[src/rtl/tag_sched.sv]
// Arbitrates store and load requests onto one shared, pipelined tag engine.
// One operation in flight; the result is a store tag or a load mismatch flag.
module tag_sched #(
  parameter int DATA_SIZE   = 32,
  parameter int TAG_SIZE    = 8,
  parameter int ENG_LATENCY = 2
) (
  input  logic                 clk,
  input  logic                 reset_n,
  input  logic                 wr_req,
  input  logic [DATA_SIZE-1:0] wr_data,
  output logic                 wr_gnt,
  input  logic                 ld_req,
  input  logic [DATA_SIZE-1:0] ld_data,
  input  logic [TAG_SIZE-1:0]  ld_tag,
  output logic                 ld_gnt,
  output logic [DATA_SIZE-1:0] eng_data,
  input  logic [TAG_SIZE-1:0]  eng_tag,
  output logic                 wr_done,
  output logic [TAG_SIZE-1:0]  wr_tag_out,
  output logic                 ld_done,
  output logic                 ld_mismatch,
  input  logic                 mm_clr,
  output logic [15:0]          mm_count,
  output logic                 busy
);

  localparam int CNT_W = (ENG_LATENCY < 1) ? 1 : $clog2(ENG_LATENCY + 1);
  localparam logic [CNT_W-1:0] CNT_LAST = CNT_W'(ENG_LATENCY);

  typedef enum logic [1:0] {IDLE, WAIT, DONE} state_t;

  state_t               state;
  logic [CNT_W-1:0]     cnt;
  logic                 cur_ld;
  logic                 last_ld;
  logic [TAG_SIZE-1:0]  cap_tag;
  logic                 req_any;
  logic                 pick_ld;

  // Load wins only when alone or when the store path was served last.
  assign req_any = wr_req | ld_req;
  assign pick_ld = ld_req & (~wr_req | ~last_ld);

  // NOTE: grants are combinational so the requester sees gnt in the same cycle
  // its request is accepted; they are gated by reset so nothing leaks out early.
  assign wr_gnt = reset_n & (state == IDLE) & req_any & ~pick_ld;
  assign ld_gnt = reset_n & (state == IDLE) & pick_ld;
  assign busy   = (state != IDLE);

  // NOTE: all state below uses non-blocking assignments so every register
  // samples the pre-edge values regardless of statement order.
  always_ff @(posedge clk or negedge reset_n) begin
    if (!reset_n) begin
      state       <= IDLE;
      cnt         <= '0;
      cur_ld      <= 1'b0;
      last_ld     <= 1'b1;
      cap_tag     <= '0;
      eng_data    <= '0;
      wr_done     <= 1'b0;
      ld_done     <= 1'b0;
      wr_tag_out  <= '0;
      ld_mismatch <= 1'b0;
    end else begin
      case (state)
        IDLE: begin
          wr_done <= 1'b0;
          ld_done <= 1'b0;
          if (req_any) begin
            cur_ld   <= pick_ld;
            last_ld  <= pick_ld;
            eng_data <= pick_ld ? ld_data : wr_data;
            cap_tag  <= ld_tag;
            cnt      <= '0;
            state    <= WAIT;
          end
        end
        WAIT: begin
          if (cnt == CNT_LAST) begin
            state <= DONE;
            if (cur_ld) begin
              ld_done     <= 1'b1;
              ld_mismatch <= (eng_tag != cap_tag);
            end else begin
              wr_done    <= 1'b1;
              wr_tag_out <= eng_tag;
            end
          end else begin
            cnt <= cnt + CNT_W'(1);
          end
        end
        DONE: begin
          wr_done <= 1'b0;
          ld_done <= 1'b0;
          state   <= IDLE;
        end
        default: state <= IDLE;
      endcase
    end
  end

  // Mismatch counter: clear has priority, increment saturates.
  always_ff @(posedge clk or negedge reset_n) begin
    if (!reset_n) begin
      mm_count <= '0;
    end else if (mm_clr) begin
      mm_count <= '0;
    end else if ((state == DONE) && ld_done && ld_mismatch && (mm_count != 16'hFFFF)) begin
      mm_count <= mm_count + 16'd1;
    end
  end

endmodule

[config.mk]
export PLATFORM = sky130hd
export DESIGN_NAME = tag_sched
export DESIGN_NICKNAME = d
export VERILOG_FILES = /design/src/rtl/tag_sched.sv
export SDC_FILE = /design/constraint.sdc
export NUM_CORES = 1
export LEC_CHECK = 0
export BUFFER_PORTS_ARGS = -buffer_cell sky130_fd_sc_hd__buf_4
export CORE_MARGIN = 2
export CORE_UTILIZATION = 51
export CTS_BUF_LIST = sky130_fd_sc_hd__clkbuf_16
export DETAILED_ROUTE_END_ITERATION = 8
export PLACE_DENSITY_LB_ADDON = 0.3
export SYNTH_ARGS = -nofsm -noshare
export SYNTH_HDL_FRONTEND = slang
export SYNTH_SLANG_ARGS = --single-unit
[constraint.sdc]
create_clock -name clk -period 3.58 [get_ports clk]
set_input_delay 0.537 -clock clk [delete_from_list [all_inputs] [get_ports clk]]
set_output_delay 0.537 -clock clk [all_outputs]
set_load 0.05 [all_outputs]
After elaboration in Yosys (flattened, before gate mapping)
Index checks and enable logic that the tools add are counted.
{ "op_classes": {"eq_ne": 10, "mux": 15, "reduce_logical": 16, "n_addsub": 2, "n_bitwise": 11} }
{ "ops": {"columns": ["operator", "count"], "rows": [
  ["2-to-1 mux 16 bit", 2],
  ["2-to-1 mux 32 bit", 1],
  ["adder 16 x 1 -> 16 bit, second input constant", 1],
  ["!= test 16 bit, second input constant", 1],
  ["AND reduction 3 bit", 5],
  ["!= test 2 bit, second input constant", 5],
  ["2-to-1 mux 2 bit", 4],
  ["!= test 8 bit", 1],
  ["case mux 2 bit (2 select lines)", 2],
  ["nonzero test 2 bit", 4],
  ["AND 1 bit", 5],
  ["== test 2 bit, second input constant", 2],
  ["2-to-1 mux 1 bit", 4],
  ["inverter 1 bit", 4],
  ["case mux 1 bit (2 select lines)", 2],
  ["AND reduction 2 bit", 2],
  ["logical AND 1 bit", 3],
  ["adder 2 x 1 -> 2 bit, second input constant", 1],
  ["== test 2 x 1 -> 1 bit, second input constant", 1],
  ["logical NOT 2 bit", 1],
  ["OR 1 bit", 2],
  ["OR reduction 2 bit", 1]
]} }
{ "word_totals": {"reg_bits": 73, "word_cells": 65, "inputBits": 85, "out_inout_bits": 62} }

Logic depth before layout (Yosys ltp)
Gate-level depths: netlist of run 1.
{ "depth": {"ltp_word": 6, "mapped_depth": 6, "ltp_nobuf": 6} }

Least setup slack after synthesis of run 1
OpenSTA, ideal clock, no wires.
{ "synth_path": {"kind": "reg2out", "startpoint": "register state[1]", "endpoint": "output wr_gnt", "arrival_time_ns": 1.776, "path_buffers": 1, "setup_slack_ns": 1.267, "stages_incl_launch_ff": 6, "t_required_ns": 3.043, "path_cell_list": "dfrtp_1 nor2_1 o21a_1 clkbuf_1 nand2_1 nor2_1"} }
{ "synth_via": {"elab_chain_len": 4} }
{ "synth_rtl": {"columns": ["element", "line", "text"], "rows": [
  ["from (decl)", "33", "state_t state;"],
  ["from (signal assigned)", "55", "state <= IDLE;"],
  ["from (signal assigned)", "76", "state <= WAIT;"],
  ["from (signal assigned)", "81", "state <= DONE;"],
  ["logical NOT 2 bit", "47", "assign wr_gnt = reset_n & (state == IDLE) & req_any & ~pick_ld;"],
  ["AND 1 bit (3 in a row)", "47", null],
  ["to (decl)", "12", "output logic wr_gnt,"]
]} }
Every way passes these cells.

Worst setup path in the final report of run 1
{ "layout_path": {"startpoint": "register state[0]", "endpoint": "output wr_gnt"} }
Same word-level chain as after synthesis.

==> qor.csv, run 1 <==
stage,metric,value,unit
setup_path,worst path arrival time,1950,ps
run_status,outcome,"finished, final reports clean",
min_path,Min-Delay Path Class,input pin to flop,
cts,clk_lat worst skew,320,ps
cells_and_area,# fillers,499,
synthesis,mean post-synth cell area,10.2,um2
global_route,vias in the first global route,3053,
cts,post-cts resize count,0,
synthesis,Post-Syn Instances,339,
cells_and_area,final net count,569,
timing,max-slew violation count,0,
timing,fin crit period,2480,ps
global_route,GRT Overall Usage,0.233,
cells_and_area,fraction of layout cells with a size suffix above 1,0.366,
cts,Root Driver,clkbuf_16,
placed_design,Port Buffer Count,146,
die,# rows,30,
die,Die X,86.3,um
detailed_routing,Post-DRT Antenna Nets,0,
power_and_ir_drop,Clock Power Share,0.197,
placed_design,DP HPWL,6.22,mm
cts,CTS tree,built,
timing,Setup-failing EPs final,0,
global_route,antenna violations before repair,0,
die,I/O pin count,147,
cells_and_area,area delta synth->final,42.0,%
placed_design,post-place setup slack,1400,ps
setup_path,Worst EP required,3040,ps
synthesis,Ys Warns,0,
cells_and_area,Antenna Cells,0,
cells_and_area,final std cells w/o fill,566,
cts,CTS Sinks,73,
cts,postcts setup bufs,0,
timing,fmax,403,MHz
timing,"Hold Vio Cnt, Final",0,
cts,Hold Buf Count CTS,1,
synthesis,ys flop type,dfrtp_1,
setup_path,Crit. End Element,output port,
timing,Worst-Margin Slew,887,ps
setup_path,Max Fanout on Critical Path,9,
timing,Final Cycle Share,0.694,
detailed_routing,WL final,8.24,mm
synthesis,Synthesized Nets,426,
synthesis,synth unique cells,44,
global_route,GR Overflow Total,0,
power_and_ir_drop,VDD IR max,0.476,mV
detailed_routing,via count,3058,
synthesis,Synth area leaders,"dfrtp_1 52%, mux2i_1 9.3%, nand2_1 7.4%, o21ai_0 5.9%, mux2_2 2.9%",
cts,CTS max path bufs,2,
placed_design,RePlAce Congestion,0.814,
synthesis,#FFs+latches synth,73,
timing,setup TNS,0,ps
power_and_ir_drop,sequential share of power,0.319,
power_and_ir_drop,switching part of the total,0.449,
detailed_routing,post-DR vias/cell,5.40,
cells_and_area,Sequential Area,1830,um2
placed_design,DP Cell Count,550,
detailed_routing,Avg WL per Cell,14.6,um
timing,worst setup slack after layout,1100,ps
power_and_ir_drop,Pleak,0.00238,uW
global_route,largest net degree at the start of global routing,72,
timing,Setup Skew,5.46,ps
cells_and_area,multi-input logic area,1550,um2
die,DIE HEIGHT,86.3,um
die,die area,7450,um2
cts,H-tree levels,3,
die,Core Region,6680,um2
timing,RSZ-0062 raised after global routing,false,
synthesis,number of flops mapped to enable cells by yosys,0,
synthesis,share of the synthesized area in the top cell type,0.521,
synthesis,"Async S/R FF share, synth",1.00,
detailed_routing,drt initial violations,99,
detailed_routing,drt pass-1 iters,4,
power_and_ir_drop,switching power,1900,uW
timing,relative slew slack,0.404,
setup_path,CP startpoint kind,flop,
cts,CTS Buf Count,9,
synthesis,Post-Syn Area,3460,um2
run,Max-cap violations,0,
power_and_ir_drop,internal power,2330,uW
power_and_ir_drop,PD cells,861,nW/um2
detailed_routing,DRC viols,0,
die,initial core utilization,0.517,
setup_path,Setup CP Type,flop to output port,
power_and_ir_drop,power share of the combinational group,0.484,
timing,Final Hold Slack,405,ps
global_route,global-route wire length before repair,13.8,mm
synthesis,"area leader, netlist",dfrtp_1,
cts,"Reg clk slew, reported paths",50,ps
synthesis,register area share after synthesis,0.529,
[Yosys cell counts (2+ instances only)]
cell type  count
a21oi_1       13
a31oi_1        2
and3_1         2
and4_1         2
buf_2          7
clkbuf_1      10
dfrtp_1       72
ha_1           2
inv_1          5
mux2_2         9
mux2i_1       32
nand2_1       68
nand3_1        7
nand4_1        7
nor2_1         7
nor2b_1        2
nor3_1         3
nor4_1         2
o21ai_0       41
o31ai_1        3
o41ai_1        4
or3_1          3
or4_1          4
or4b_1         4
xnor2_1        9
[flip-flops by register name, indices dropped and copies added (netlist names)]
register / count
wr_done: 1
mm_count: 16
cur_ld: 1
cap_tag: 8
state: 2
last_ld: 1
eng_data: 32
ld_done: 1
wr_tag_out: 8
ld_mismatch: 1
cnt: 2
[final cells by class]
class / count / share of cell area
flip-flops and latches: 73 / 0.372
inverters: 5 / 0.00382
multi-input cells: 242 / 0.316
well taps: 80 / 0.0204
clock inverters: 6 / 0.0105
repair buffers: 151 / 0.231
clock buffers: 9 / 0.0459
[routing by layer]
layer,global-route usage,vias up,part of all wire
met1,0.289,1431,0.40
li1,-,1493,-
met5,0,-,0
met2,0.381,123,0.50
met4,0.0938,0,0.021
met3,0.0733,11,0.087
[cell families (layout without fill, tap and decap cells)]
kind of cell	after synthesis	after routing	share of synthesized area
AOI/OAI and AO/OA	69	69	0.112
xor gates and xnor gates	9	9	0.0228
adders and majority gates	2	2	0.00724
buffers and inverters	24	171	0.0297
DFF	73	73	0.529
muxes	41	41	0.122
and+or+nand+nor	121	121	0.177
[metrics by stage]
step	cell area (um2)	power (uW)	utilization
after global placement	4620	3360	0.692
after global routing	4910	4470	0.735
final	4910	4230	0.735
after floorplan	3460	2750	-
after CTS	4910	4270	0.735
after detailed placement	4620	3430	0.692
[worst max-delay path: stages (launching register included)]
cell and delay, ps:
dfrtp_1 420, nor2_1 440, o21a_1 370, nand2_1 90, nor2_1 90, buf_4 210
[power by group through the flow]
stage / sequential, uW / combinational, uW / clock (uW)
after floorplan: 2150 / 603 / 0
after global placement: 1350 / 2020 / 0
after detailed placement: 1360 / 2070 / 0
after CTS: 1350 / 2070 / 849
after global routing: 1390 / 2190 / 885
final: 1350 / 2050 / 834
[worst paths after layout]
path | start | endpoint | slack [ps] | cells past startpoint
max in group asynchronous | reset_n | mm_count[3] | 1950 | 3
min | ld_tag[0] | cap_tag[0] | 410 | 3
max | state[0] | wr_gnt | 1100 | 5
max reg2reg | mm_count[0] | mm_count[7] | 1490 | 5
min in group asynchronous | reset_n | eng_data[15] | 610 | 2
min reg2reg | eng_data[1] | eng_data[1] | 480 | 2
[layout by cell type (no fill, tap or decap), types with 9 or more instances in the layout]
cell type / count
xnor2_1: 9
clkbuf_16: 9
mux2_2: 9
mux2i_1: 32
dfrtp_1: 72
buf_4: 150
a21oi_1: 13
o21ai_0: 40
nand2_1: 68
Power figures use the tool's default switching activity.
==> run 2: changes to the inputs <==
--- a/config.mk
+++ b/config.mk
@@ -5,9 +5,10 @@
 export SDC_FILE = /design/constraint.sdc
 export NUM_CORES = 1
 export LEC_CHECK = 0
+export ABC_AREA = 1
 export BUFFER_PORTS_ARGS = -buffer_cell sky130_fd_sc_hd__buf_4
 export CORE_MARGIN = 2
-export CORE_UTILIZATION = 51
+export CORE_UTILIZATION = 48
 export CTS_BUF_LIST = sky130_fd_sc_hd__clkbuf_16
 export DETAILED_ROUTE_END_ITERATION = 8
 export PLACE_DENSITY_LB_ADDON = 0.3
==> constraint.sdc (replaced) <==
create_clock -name clk -period 2.3 [get_ports clk]
set_input_delay 0.345 -clock clk [delete_from_list [all_inputs] [get_ports clk]]
set_output_delay 0.345 -clock clk [all_outputs]
set_load 0.05 [all_outputs]
==> qor.csv, run 2 <==
stage,metric,value,unit,change
cts,clk_lat worst skew,320,ps,about the same
timing,Setup Skew,7.86,ps,+2.40 ps
synthesis,Synth area leaders,"dfrtp_1 50%, nand2_1 15%, o21ai_0 9.0%, nor2_1 5.8%, nand3_1 3.9%",,
synthesis,ys flop type,dfrtp_1,,
detailed_routing,Post-DRT Antenna Nets,0,,unchanged
die,# rows,31,,+3.3%
setup_path,Max Fanout on Critical Path,20,,+11
synthesis,mean post-synth cell area,7.81,um2,-23%
power_and_ir_drop,PD cells,1320,nW/um2,+54%
timing,"Hold Vio Cnt, Final",0,,unchanged
die,Core Region,7210,um2,+8.0%
setup_path,critical path cell sequence,nor2_2 -> o21ai_4 -> nor3_2 -> buf_4,,
global_route,vias in the first global route,3544,,+16%
synthesis,number of flops mapped to enable cells by yosys,0,,unchanged
synthesis,#FFs+latches synth,73,,unchanged
power_and_ir_drop,Pleak,0.00258,uW,+8.4%
cells_and_area,Top Registers,"eng_data (32), mm_count (16)",,
detailed_routing,DRC viols,0,,unchanged
synthesis,Synthesized Nets,544,,+28%
detailed_routing,Top Metal Used,met4,,
power_and_ir_drop,VDD IR max,0.709,mV,+49%
synthesis,most common cell in the netlist,nand2_1,,
detailed_routing,drt initial violations,152,,+54%
min_path,Min-Delay Path Class,input pin to flop,,
cells_and_area,max reg flops,32,,unchanged
synthesis,Ys Warns,0,,unchanged
placed_design,DP HPWL,7.08,mm,+14%
run,Max-cap violations,0,,unchanged
placed_design,Port Buffer Count,146,,unchanged
setup_path,Worst EP required,1960,ps,-1080 ps
cts,CTS tree,built,,
die,Die X,90.2,um,+4.5%
cells_and_area,fraction of layout cells with a size suffix above 1,0.299,,-0.0676
cts,CTS max path bufs,2,,unchanged
detailed_routing,WL final,9.80,mm,+19%
setup_path,Crit. End Element,output port,,
synthesis,"area leader, netlist",dfrtp_1,,
cts,Hold Buf Count CTS,0,,-1
timing,Final Hold Slack,212,ps,-193 ps
cts,post-cts resize count,0,,unchanged
cells_and_area,final std cells w/o fill,705,,+25%
synthesis,"Async S/R FF share, synth",1.00,,unchanged
global_route,largest net degree at the start of global routing,74,,+2.8%
synthesis,share of the synthesized area in the top cell type,0.505,,-0.0164
detailed_routing,M1 wire length,3.75,mm,+15%
global_route,GRT Overall Usage,0.242,,+0.00828
global_route,antenna violations before repair,0,,unchanged
setup_path,Setup CP Type,flop to output port,,
die,initial core utilization,0.495,,-0.0226
detailed_routing,met2 wire len,5.09,mm,+24%
die,DIE HEIGHT,90.2,um,+4.5%
cts,postcts setup bufs,0,,unchanged
placed_design,RePlAce Congestion,0.867,,+6.5%
cells_and_area,Antenna Cells,0,,unchanged
detailed_routing,post-DR vias/cell,5.19,,-3.9%
die,I/O pin count,147,,unchanged
cells_and_area,"most common cell after layout, fill and taps aside",buf_4,,
timing,Final Cycle Share,0.847,,
timing,worst setup slack after layout,352,ps,-743 ps
timing,Worst-Margin Slew,919,ps,+32.5 ps
placed_design,post-place setup slack,440,ps,-962 ps
cts,Root Driver,clkbuf_16,,
power_and_ir_drop,Tot Pwr,6680,uW,+58%
timing,fin crit period,1950,ps,
cells_and_area,# fillers,622,,+25%
timing,relative slew slack,0.387,,-0.0171
timing,setup TNS,0,ps,unchanged
detailed_routing,Avg WL per Cell,13.9,um,-4.6%
cells_and_area,most frequent cells in the layout,"150 x buf_4, 145 x nand2_1, 72 x dfrtp_1",,
cts,CTS Sinks,73,,unchanged
cts,CTS Buf Count,9,,unchanged
timing,fmax,513,MHz,
setup_path,Critical Path Max Stage Delay,420,ps,-20 ps
setup_path,CP startpoint kind,flop,,
cts,H-tree levels,3,,unchanged
global_route,global-route wire length before repair,16.0,mm,+17%
setup_path,Slowest cell on crit path,dfrtp_1,,
synthesis,most common library cells after synthesis,"145 x nand2_1, 72 x dfrtp_1, 64 x o21ai_0",,
run_status,outcome,"finished, final reports clean",,
timing,max-slew violation count,0,,unchanged
timing,RSZ-0062 raised after global routing,false,,
detailed_routing,met3 wire length,770,um,+7.1%
placed_design,DP Cell Count,689,,+25%
cells_and_area,Top reg by flops,eng_data,,
setup_path,worst path arrival time,1600,ps,-350 ps
detailed_routing,drt pass-1 iters,5,,+1
cells_and_area,area delta synth->final,41.3,%,
synthesis,register area share after synthesis,0.512,,-0.0167
global_route,GR Overflow Total,0,,unchanged
synthesis,Post-Syn Area,3570,um2,+3.3%
cts,"Reg clk slew, reported paths",60,ps,about the same
die,die area,8140,um2,+9.3%
cells_and_area,final net count,688,,+21%
synthesis,synth unique cells,25,,-43%
synthesis,Post-Syn Instances,457,,+35%
detailed_routing,via count,3660,,+20%
timing,Setup-failing EPs final,0,,unchanged
## run 2: cell families (layout without fill, tap and decap cells)
group,Yosys count,after routing,share of synthesized area
buffers and inverters,43,192,0.0491
and+or+nand+nor,252,252,0.297
adders and majority gates,2,2,0.00701
DFF,73,73,0.512
AOI/OAI and AO/OA,77,77,0.110
xor gates and xnor gates,10,10,0.0245
## run 2: per-layer routing
metal,GRT usage,vias up
met4,0.0731,0
li1,-,1761
met5,0,-
met2,0.432,160
met1,0.280,1719
met3,0.0704,20
## run 2: metrics by stage
stage / area, um2 / util
6_report: 5040 / 0.699
5_1_grt: 5040 / 0.699
4_1_cts: 5040 / 0.699
3_5_place_dp: 4770 / 0.661
3_3_place_gp: 4770 / 0.661
2_1_floorplan: 3570 / -
## run 2: cell type report
cell class	instances	area, um2	area share
multi-input cells	341	1580	0.313
repair buffers	151	1150	0.227
inverters	25	93.8	0.0186
clock inverters	7	47.5	0.00943
well taps	99	124	0.0246
flip-flops and latches	73	1830	0.362
clock buffers	9	225	0.0447
## run 2: power breakdown
group / leakage [uW] / internal [uW] / switching (uW) / total [uW]
logic: 0.00153 / 995 / 2320 / 3320
registers: 0.000917 / 1790 / 307 / 2100
clock network: 0.000131 / 727 / 539 / 1270
## run 2: worst paths after layout
path | slack (ps) | to | start | cells after the start
max in group asynchronous | 1420 | eng_data[14] | reset_n | 2
min in group asynchronous | 260 | mm_count[5] | reset_n | 2
worst max register to register | 410 | mm_count[15] | mm_count[0] | 9
worst max-delay path | 350 | wr_gnt | state[0] | 4
worst min register to register | 470 | wr_tag_out[7] | wr_tag_out[7] | 2
worst min-delay path | 210 | cap_tag[3] | ld_tag[3] | 3
## run 2: worst max-delay path: cells and delay by family, from the launching register on
| family | cells | cell delay, ps |
|---|---|---|
| flops | 1 | 420 |
| simple gates | 2 | 410 |
| compound gates | 1 | 220 |
| buf+inv | 1 | 220 |
==> run 3: changes to the inputs <==
--- a/config.mk
+++ b/config.mk
@@ -8,7 +8,7 @@
 export ABC_AREA = 1
 export BUFFER_PORTS_ARGS = -buffer_cell sky130_fd_sc_hd__buf_4
 export CORE_MARGIN = 2
-export CORE_UTILIZATION = 48
+export CORE_UTILIZATION = 44
 export CTS_BUF_LIST = sky130_fd_sc_hd__clkbuf_16
 export DETAILED_ROUTE_END_ITERATION = 8
 export PLACE_DENSITY_LB_ADDON = 0.3
==> constraint.sdc (replaced) <==
create_clock -name clk -period 1.67 [get_ports clk]
set_input_delay 0.2505 -clock clk [delete_from_list [all_inputs] [get_ports clk]]
set_output_delay 0.2505 -clock clk [all_outputs]
set_load 0.05 [all_outputs]
==> qor.csv, run 3 (synthesis gave the netlist of run 2 again) <==
stage,metric,value,unit,change
timing,Setup Skew,7.10,ps,-0.751 ps
die,Core Region,7810,um2,+8.2%
global_route,largest net degree at the start of global routing,74,,unchanged
cells_and_area,final net count,704,,+2.3%
detailed_routing,DRC viols,0,,unchanged
cells_and_area,design area,5310,um2,+5.3%
cells_and_area,fraction of layout cells with a size suffix above 1,0.332,,+0.0330
setup_path,Crit. End Element,output port,,
die,die area,8850,um2,+8.7%
detailed_routing,drt initial violations,94,,-38%
run,Max-cap violations,0,,unchanged
cts,CTS max path bufs,2,,unchanged
placed_design,RePlAce Congestion,0.996,,+15%
timing,Worst-Margin Slew,391,ps,-529 ps
detailed_routing,WL final,9.64,mm,-1.6%
cells_and_area,Top Registers,"eng_data (32), mm_count (16)",,
detailed_routing,drt pass-1 iters,4,,-1
run_status,outcome,"finished, final reports clean",,
cells_and_area,Top reg by flops,eng_data,,
setup_path,stages on the worst setup path,4,,unchanged
detailed_routing,via count,3609,,-1.4%
setup_path,Top delay family on crit path,flip-flops,,
die,I/O pin count,147,,unchanged
cts,"Reg clk slew, reported paths",60,ps,about the same
cells_and_area,"most common cell after layout, fill and taps aside",buf_4,,
setup_path,CP startpoint kind,flop,,
power_and_ir_drop,internal power,5410,uW,+54%
global_route,global-route wire length before repair,16.2,mm,+1.0%
setup_path,Max Fanout on Critical Path,5,,-75%
setup_path,critical path cell sequence,nor2_4 -> o21ai_4 -> nor3_4 -> buf_6,,
timing,RSZ-0062 raised after global routing,true,,
timing,"Hold Vio Cnt, Final",0,,unchanged
timing,Final Cycle Share,0.988,,
power_and_ir_drop,switching part of the total,0.447,,-0.0270
placed_design,post-place setup slack,69.2,ps,-371 ps
cells_and_area,final std cells w/o fill,723,,+2.6%
timing,Final Hold Slack,119,ps,-93.0 ps
cells_and_area,max reg flops,32,,unchanged
cells_and_area,area delta synth->final,48.8,%,
power_and_ir_drop,switching power,4380,uW,+38%
timing,fmax,606,MHz,
global_route,antenna violations before repair,0,,unchanged
power_and_ir_drop,Tot Pwr,9790,uW,+47%
setup_path,crit path launch,state[1],,
placed_design,DP HPWL,6.97,mm,-1.5%
power_and_ir_drop,sequential share of power,0.293,,-0.021
power_and_ir_drop,power share of the combinational group,0.487,,-0.010
cts,CTS Buf Count,9,,unchanged
power_and_ir_drop,Pleak,0.00270,uW,+4.6%
cts,clk_lat worst skew,320,ps,about the same
setup_path,worst setup path endpoint,wr_gnt,,
die,# rows,32,,+3.2%
setup_path,Critical R2R Launch,mm_count[1],,
setup_path,Critical R2R Capture,mm_count[9],,
setup_path,Slowest cell on crit path,dfrtp_1,,
setup_path,worst path arrival time,1400,ps,-200 ps
cts,H-tree levels,3,,unchanged
placed_design,Area after DPL,4850,um2,+1.7%
die,DIE HEIGHT,94.1,um,+4.3%
setup_path,Setup CP Type,flop to output port,,
timing,relative slew slack,0.740,,+0.352
timing,max-slew violation count,0,,unchanged
cells_and_area,multi-input logic area,1630,um2,+3.2%
die,initial core utilization,0.457,,-0.0376
placed_design,DP Cell Count,700,,+1.6%
placed_design,Port Buffer Count,146,,unchanged
setup_path,r2r setup slk,100,ps,-310 ps
cells_and_area,most frequent cells in the layout,"161 x buf_4, 142 x nand2_1, 69 x dfrtp_1",,
global_route,vias in the first global route,3523,,-0.59%
detailed_routing,Post-DRT Antenna Nets,0,,unchanged
die,Die X,94.1,um,+4.3%
power_and_ir_drop,Clock Power Share,0.220,,+0.030
setup_path,Critical Path Max Stage Delay,420,ps,about the same
power_and_ir_drop,PD cells,1840,nW/um2,+39%
cts,Root Driver,clkbuf_16,,
cells_and_area,Sequential Area,1830,um2,+0.21%
timing,worst setup slack after layout,20.4,ps,-332 ps
power_and_ir_drop,VDD IR max,1.08,mV,+53%
setup_path,WP buf/inv,1,,unchanged
setup_path,worst reg-to-reg path cell count,8,,-1
timing,Setup-failing EPs final,0,,unchanged
detailed_routing,Avg WL per Cell,13.3,um,-4.0%
cells_and_area,Antenna Cells,0,,unchanged
detailed_routing,post-DR vias/cell,4.99,,-3.8%
cts,CTS tree,built,,
global_route,GR Overflow Total,0,,unchanged
cells_and_area,# fillers,653,,+5.0%
setup_path,Worst EP required,1420,ps,-540 ps
global_route,GRT Overall Usage,0.230,,-0.0113
timing,fin crit period,1650,ps,
cts,CTS Sinks,73,,unchanged
min_path,Min-Delay Path Class,input pin to flop,,
-- run 3: how the worst min path moves through the flow --
stage	from	endpoint	slack (ps)	depth (start not counted)
2_1_floorplan	reset_n	cap_tag[0]	-50	0
5_1_grt	ld_tag[0]	cap_tag[0]	120	3
4_1_cts	ld_tag[5]	cap_tag[5]	110	3
3_5_place_dp	reset_n	mm_count[11]	330	2
3_3_place_gp	reset_n	mm_count[11]	330	2
6_report	ld_tag[3]	cap_tag[3]	120	3
-- run 3: routing by layer --
| layer | vias to the layer above | track usage | routed length (um) |
|---|---|---|---|
| met4 | 0 | 0.0857 | 155 |
| met1 | 1687 | 0.287 | 4040 |
| met2 | 114 | 0.385 | 4830 |
| li1 | 1796 | - | - |
| met5 | - | 0 | 0 |
| met3 | 12 | 0.0594 | 614 |
-- run 3: repair_timing --
item | 4_1_cts | 5_1_grt
hold endpoints to repair | 66 | 0
hold buffers | 1 | 0
pin swaps | 2 | 2
endpoints found under the setup margin | 2 | 19
setup buffers | 2 | 5
gates resized for setup | 4 | 11
-- run 3: power groups by stage --
stage	Clock [uW]	Sequential (uW)	Combinational (uW)
3_5_place_dp	0	2880	4650
4_1_cts	2200	2870	4720
3_3_place_gp	0	2860	4570
6_report	2160	2870	4770
5_1_grt	2280	2950	5170
2_1_floorplan	0	4590	1380
-- run 3: stage by stage --
stage	TNS, ps	util
floorplan	-22.7	-
CTS	0	0.669
detailed placement	0	0.621
finish	0	0.680
global placement	0	0.621
global route	-43.2	0.680
-- run 3: area by class of cell --
| class | count | area share |
|---|---|---|
| Timing Repair Buffer | 167 | 0.243 |
| Clock inverter | 6 | 0.0203 |
| Clock buffer | 9 | 0.0424 |
| Inverter | 25 | 0.0181 |
| Sequential cell | 73 | 0.345 |
| Tap cell | 102 | 0.0240 |
| Multi-Input combinational cell | 341 | 0.307 |
-- run 3: worst reg2reg max path: cells and delay by family, from the launching register on --
| kind | cells | cell delay [ps] |
|---|---|---|
| AO/OA/AOI/OAI | 1 | 220 |
| adder cells (fa/ha/maj) | 1 | 200 |
| flip-flops | 1 | 390 |
| AND/OR/NAND/NOR | 6 | 620 |
